===== config.mk =====
export PLATFORM = sky130hd
export DESIGN_NAME = alu_exec_stage
export DESIGN_NICKNAME = d
export VERILOG_FILES = /design/src/rtl/alu_exec_stage.sv
export SDC_FILE = /design/constraint.sdc
export NUM_CORES = 1
export LEC_CHECK = 0
export ABC_AREA = 1
export BUFFER_PORTS_ARGS = -buffer_cell sky130_fd_sc_hd__buf_2
export CAP_MARGIN = 15
export CORE_ASPECT_RATIO = 1.2
export CORE_UTILIZATION = 45
export CTS_CLUSTER_DIAMETER = 80
export DETAILED_ROUTE_END_ITERATION = 8
export HOLD_SLACK_MARGIN = 0.15
export PLACE_DENSITY = 0.72
export REMOVE_ABC_BUFFERS = 1
export SLEW_MARGIN = 10
export SYNTH_ARGS = -nofsm -noshare
export SYNTH_HDL_FRONTEND = slang
export SYNTH_SLANG_ARGS = --single-unit

===== constraint.sdc =====
create_clock -name clk -period 2.6 [get_ports clk]
set_input_delay 0 -clock clk [delete_from_list [all_inputs] [get_ports clk]]
set_output_delay 0 -clock clk [all_outputs]
set_load 0.05 [all_outputs]

===== src/rtl/alu_exec_stage.sv =====
// -----------------------------------------------------------------------------
// alu_exec_stage
//
// Execute-stage ALU for the LEGv8 datapath. Takes an operand pair and a 4-bit
// ALU operation code from the register-read stage through a valid/ready
// handshake, and registers the result, a zero flag and an illegal-op flag for
// the memory/writeback stage. A persistent NZCV register is updated by
// accepted, legal, flag-setting operations.
//
// Ports:
//   clk        in   rising-edge clock
//   rst        in   synchronous, active-high reset
//   in_valid   in   operand/op presented
//   in_ready   out  stage can accept this cycle (combinational)
//   op         in   4-bit ALU operation code
//   a, b       in   WIDTH-bit operands
//   set_flags  in   update NZCV on acceptance
//   out_valid  out  result register holds valid data
//   out_ready  in   downstream accepts result
//   result     out  registered WIDTH-bit result
//   zero       out  registered (result == 0) for legal ops
//   op_err     out  registered: op was not a legal code
//   nzcv       out  persistent flags {N,Z,C,V}
// -----------------------------------------------------------------------------
module alu_exec_stage #(
    parameter int WIDTH = 64
) (
    input  logic             clk,
    input  logic             rst,
    input  logic             in_valid,
    output logic             in_ready,
    input  logic [3:0]       op,
    input  logic [WIDTH-1:0] a,
    input  logic [WIDTH-1:0] b,
    input  logic             set_flags,
    output logic             out_valid,
    input  logic             out_ready,
    output logic [WIDTH-1:0] result,
    output logic             zero,
    output logic             op_err,
    output logic [3:0]       nzcv
);

    localparam logic [3:0] OP_AND   = 4'b0000;
    localparam logic [3:0] OP_OR    = 4'b0001;
    localparam logic [3:0] OP_ADD   = 4'b0010;
    localparam logic [3:0] OP_SUB   = 4'b0110;
    localparam logic [3:0] OP_PASSB = 4'b0111;
    localparam logic [3:0] OP_NOR   = 4'b1100;

    localparam int MSB = WIDTH - 1;

    // Registered state: the result stage and the persistent flags.
    logic             r_out_valid;
    logic [WIDTH-1:0] r_result;
    logic             r_zero;
    logic             r_op_err;
    logic [3:0]       r_nzcv;

    // Combinational datapath.
    logic             w_accept;
    logic             w_legal;
    logic [WIDTH-1:0] w_res;
    logic             w_c;
    logic             w_v;
    logic [WIDTH:0]   w_add;
    logic [WIDTH:0]   w_sub;

    assign in_ready = !r_out_valid || out_ready;
    assign w_accept = in_valid && in_ready;

    // One extra bit on each adder captures carry-out; for subtraction the
    // carry of a + ~b + 1 is the no-borrow (a >= b unsigned) indication.
    assign w_add = {1'b0, a} + {1'b0, b};
    assign w_sub = {1'b0, a} + {1'b0, ~b} + (WIDTH + 1)'(1);

    // NOTE: every signal driven here gets a default before the case so that
    // no path leaves it unassigned; otherwise synthesis infers a latch.
    always_comb begin
        w_legal = 1'b1;
        w_res   = '0;
        w_c     = 1'b0;
        w_v     = 1'b0;
        // Plain case matches exactly, so an op carrying X/Z bits hits no
        // item and lands in default as illegal rather than propagating X.
        case (op)
            OP_AND:   w_res = a & b;
            OP_OR:    w_res = a | b;
            OP_ADD: begin
                w_res = w_add[MSB:0];
                w_c   = w_add[WIDTH];
                w_v   = (a[MSB] == b[MSB]) && (w_res[MSB] != a[MSB]);
            end
            OP_SUB: begin
                w_res = w_sub[MSB:0];
                w_c   = w_sub[WIDTH];
                w_v   = (a[MSB] != b[MSB]) && (w_res[MSB] != a[MSB]);
            end
            OP_PASSB: w_res = b;
            OP_NOR:   w_res = ~(a | b);
            default:  w_legal = 1'b0;
        endcase
    end

    // NOTE: sequential state uses non-blocking assignments so every register
    // samples its inputs from before the edge, independent of statement order.
    always_ff @(posedge clk) begin
        if (rst) begin
            r_out_valid <= 1'b0;
            r_result    <= '0;
            r_zero      <= 1'b0;
            r_op_err    <= 1'b0;
            r_nzcv      <= 4'b0000;
        end else begin
            if (w_accept) begin
                // Covers simultaneous consume+accept: valid stays high and the
                // register reloads, giving one result per cycle.
                r_out_valid <= 1'b1;
                r_result    <= w_res;
                r_zero      <= w_legal && (w_res == '0);
                r_op_err    <= !w_legal;
                if (w_legal && set_flags) begin
                    r_nzcv <= {w_res[MSB], (w_res == '0), w_c, w_v};
                end
            end else if (r_out_valid && out_ready) begin
                r_out_valid <= 1'b0;
            end
        end
    end

    assign out_valid = r_out_valid;
    assign result    = r_result;
    assign zero      = r_zero;
    assign op_err    = r_op_err;
    assign nzcv      = r_nzcv;

endmodule

==> flow_summary.yaml <==
global_routing:
  grt_pass1_vias: 25200
  antenna_found_initial: 5
  grt_pass1_wl_um: 145000
  grt_overflow: 0
  grt_usage_pct: 44.7
  grt_max_degree: 82
detailed_routing:
  wirelength_um: 101000
  via_count: 27000
  avgViaCountPerCell: 5.17
  drtIter0Drc: 2305
  antenna_left: 0
  dr.pass1.iters: 7
  drc: 0
  wl_per_cell_um: 19.3
setup_path:
  cp.arrival_ps: 2780
  worst-setup-path-type: "input port to flip-flop"
  critPathLaunchType: "input port"
  worst_setup_path_end_kind: "flip-flop"
  worstPathRequired_ps: 2880
  worstPathMaxFanout: 4
worst_hold_path:
  hp-class: "input port to flip-flop"
yosys:
  synthFlopType: "dfxtp_1"
  synthesis.instances: 3763
  synth-edff-count: 0
  ys_seq_area_share_pct: 7.41
  async_flop_share_pct: 0
  syn-cell-area_sq_um: 19200
  synth_cell_types: 44
  yosysWarnings: 0
  synth_seq_cells: 71
  avgSynthCellArea_sq_um: 5.10
finish:
  drive_gt1_share_pct: 32.2
  layout.nets: 5026
  synthToLayoutAreaGrowth_pct: 49.3
pwr:
  p_per_area_nw_per_um2: 308
  vdd_ir_drop_max_mv: 0.316
  leakage_uw: 0.0173
floorplan:
  row_count: 82
  dieArea_sq_um: 43500
  initial_utilization_pct: 45.8
  io_pins: 209
  coreArea_sq_um: 41900
  die_h_um: 228
  dieWidth_um: 190
clocking:
  clock_latency_ps: 350
  clk_pin_slew_ps: 60
  htreeDepth: 3
  clockRootBuffer: "clkbuf_16"
  cts_made_buffers: 9
  cts_tree: "done"
  cts_buffer_depth: 2
  numClockSinks: 71
timing:
  slew_headroom_pct: 61.3
  hold_viol_final: 0
  tns_ps: 0
  setup_viol_count_final: 0
  slew_violations: 0
  finalWorstSetupSlack_ps: 97.7
  min_period_ps: 2500
  finClkSkew_ps: 7.17
  period_share_pct: 96.2
  fmax_mhz: 400
  tightest_slew_ps: 575
placement:
  dp_slack_ps: -517
  numPortBuffers: 208
  dpl.hpwl_um: 84800
  gp_congestion: 1.10
run_status:
  outcome: "finished, final reports clean"
run:
  drv_cap: 0
-- layout by cell type (no fill, tap or decap), drive strengths merged --
cell / instances
nor4: 3
o31ai: 2
diode: 4
and3: 3
o211ai: 42
o22ai: 70
dlygate4sd3: 5
buf: 1007
a21oi: 115
and2: 10
clkbuf: 10
nand4: 39
ha: 208
bufinv: 2
o2111ai: 2
a211o: 1
or2: 1
inv: 946
o21a: 2
fa: 2
nand2: 1296
clkinv: 9
a31oi: 5
nor3: 30
nor2: 415
o21bai: 13
a2111oi: 1
a221oi: 53
o21ai: 79
nand3: 235
nand3b: 7
dfxtp: 71
-- cell families (layout without fill, tap and decap cells) --
kind of cell               after synthesis  after routing  synth area share, %
adders and majority gates              210            210                 13.8
DFF                                     71             71                 7.41
AOI/OAI and AO/OA                      385            385                 12.4
other                                    0              4                    0
and+or+nand+nor                       2039           2039                 44.7
buffers and inverters                 1058           1979                 21.7
-- state kept, by name, indices dropped and copies added (netlist names) --
register and cells:
op_err 1, zero 1, out_valid 1, nzcv 4, result 64
-- critical path, stage by stage --
cell     delay [ps]
buf_2           120
inv_1           100
ha_4            230
nor2_2          140
inv_2            70
nor2_2          240
nand2_2         120
nor3_2          250
nand2_1         110
nand2_2         170
nand2_1         100
nand2_2         110
nand2_1          60
nand2_1          60
nor2_1           80
nor2_2          160
nand2_1          70
nor2_1          110
nand2_1         110
nor2_4          150
nand4_1          90
a21oi_1         150
-- power breakdown --
| part | switching, uW | leakage [uW] | total (uW) | internal, uW |
|---|---|---|---|---|
| Clock | 536 | 0.000163 | 1410 | 872 |
| Sequential | 42.0 | 0.000586 | 1210 | 1170 |
| Combinational | 3750 | 0.0166 | 6190 | 2440 |
| Total | 4330 | 0.0173 | 8820 | 4480 |
-- timing repair --
action,CTS,global route
endpoints found under the setup margin,2,10
cloned,0,0
gates resized for setup,26,427
hold buffers,5,0
buffers inserted,0,22
pin swaps,0,73
hold endpoints to repair,4,0
-- final timing paths --
kind,from,slack (ps),to,cells after the start
worst max-delay path,a[11],100,zero,22
worst min-delay path,in_valid,220,zero,5
worst max register to register,out_valid,820,nzcv[1],9
worst min register to register,zero,470,zero,2
-- metrics by stage --
| stage | total power, uW | utilization, % | hold WS [ps] | instance area (sq um) | std cells |
|---|---|---|---|---|---|
| global route | 9290 | 68.4 | 281 | 28700 | 5234 |
| detailed placement | 6720 | 62.9 | 312 | 26300 | 5187 |
| finish | 8820 | 68.4 | 220 | 28700 | 5234 |
| global placement | 6680 | 62.9 | 303 | 26300 | 5187 |
| floorplan | 3940 | - | 69.1 | 18600 | 3656 |
| CTS | 8150 | 64.1 | 211 | 26800 | 5208 |
-- synthesized netlist by cell type, types with 3 or more instances --
master | n | share of area [%]
a21oi_1 | 114 | 3.0
a221oi_1 | 53 | 2.4
a31oi_1 | 5 | 0.16
and2_1 | 10 | 0.33
and3_1 | 3 | 0.098
buf_1 | 6 | 0.12
buf_2 | 37 | 0.97
buf_4 | 24 | 0.94
buf_6 | 7 | 0.41
clkbuf_1 | 32 | 0.63
clkinv_1 | 6 | 0.12
dfxtp_1 | 71 | 7.4
ha_1 | 208 | 14
inv_1 | 920 | 18
inv_2 | 25 | 0.49
nand2_1 | 1267 | 25
nand2_2 | 28 | 0.91
nand3_1 | 215 | 5.6
nand3_2 | 20 | 1.0
nand3b_1 | 4 | 0.16
nand4_1 | 39 | 1.3
nor2_1 | 356 | 7.0
nor2_2 | 53 | 1.7
nor2_4 | 6 | 0.35
nor3_1 | 22 | 0.57
nor3_2 | 7 | 0.37
nor4_1 | 3 | 0.098
o211ai_1 | 42 | 1.6
o21ai_0 | 79 | 2.1
o21bai_1 | 13 | 0.51
o22ai_1 | 70 | 2.3
-- cell type report --
| class | instances | area [sq um] |
|---|---|---|
| Multi-Input combinational cell | 2634 | 15300 |
| Sequential cell | 71 | 1420 |
| Clock inverter | 6 | 91.3 |
| Antenna cell | 4 | 10.0 |
| Timing Repair Buffer | 1012 | 7300 |
| Clock buffer | 10 | 239 |
| Fill cell | 4107 | 13200 |
| Tap cell | 546 | 683 |
| Inverter | 951 | 3570 |
-- layer usage --
| metal | vias to the layer above | track usage (%) | share of wire [%] |
|---|---|---|---|
| met2 | 1368 | 75.7 | 45 |
| li1 | 13200 | - | - |
| met3 | 470 | 6.58 | 8.0 |
| met4 | 0 | 43.2 | 12 |
| met5 | - | 0 | 0 |
| met1 | 12000 | 46.7 | 35 |
No activity file was read; power rests on OpenSTA's default activity.
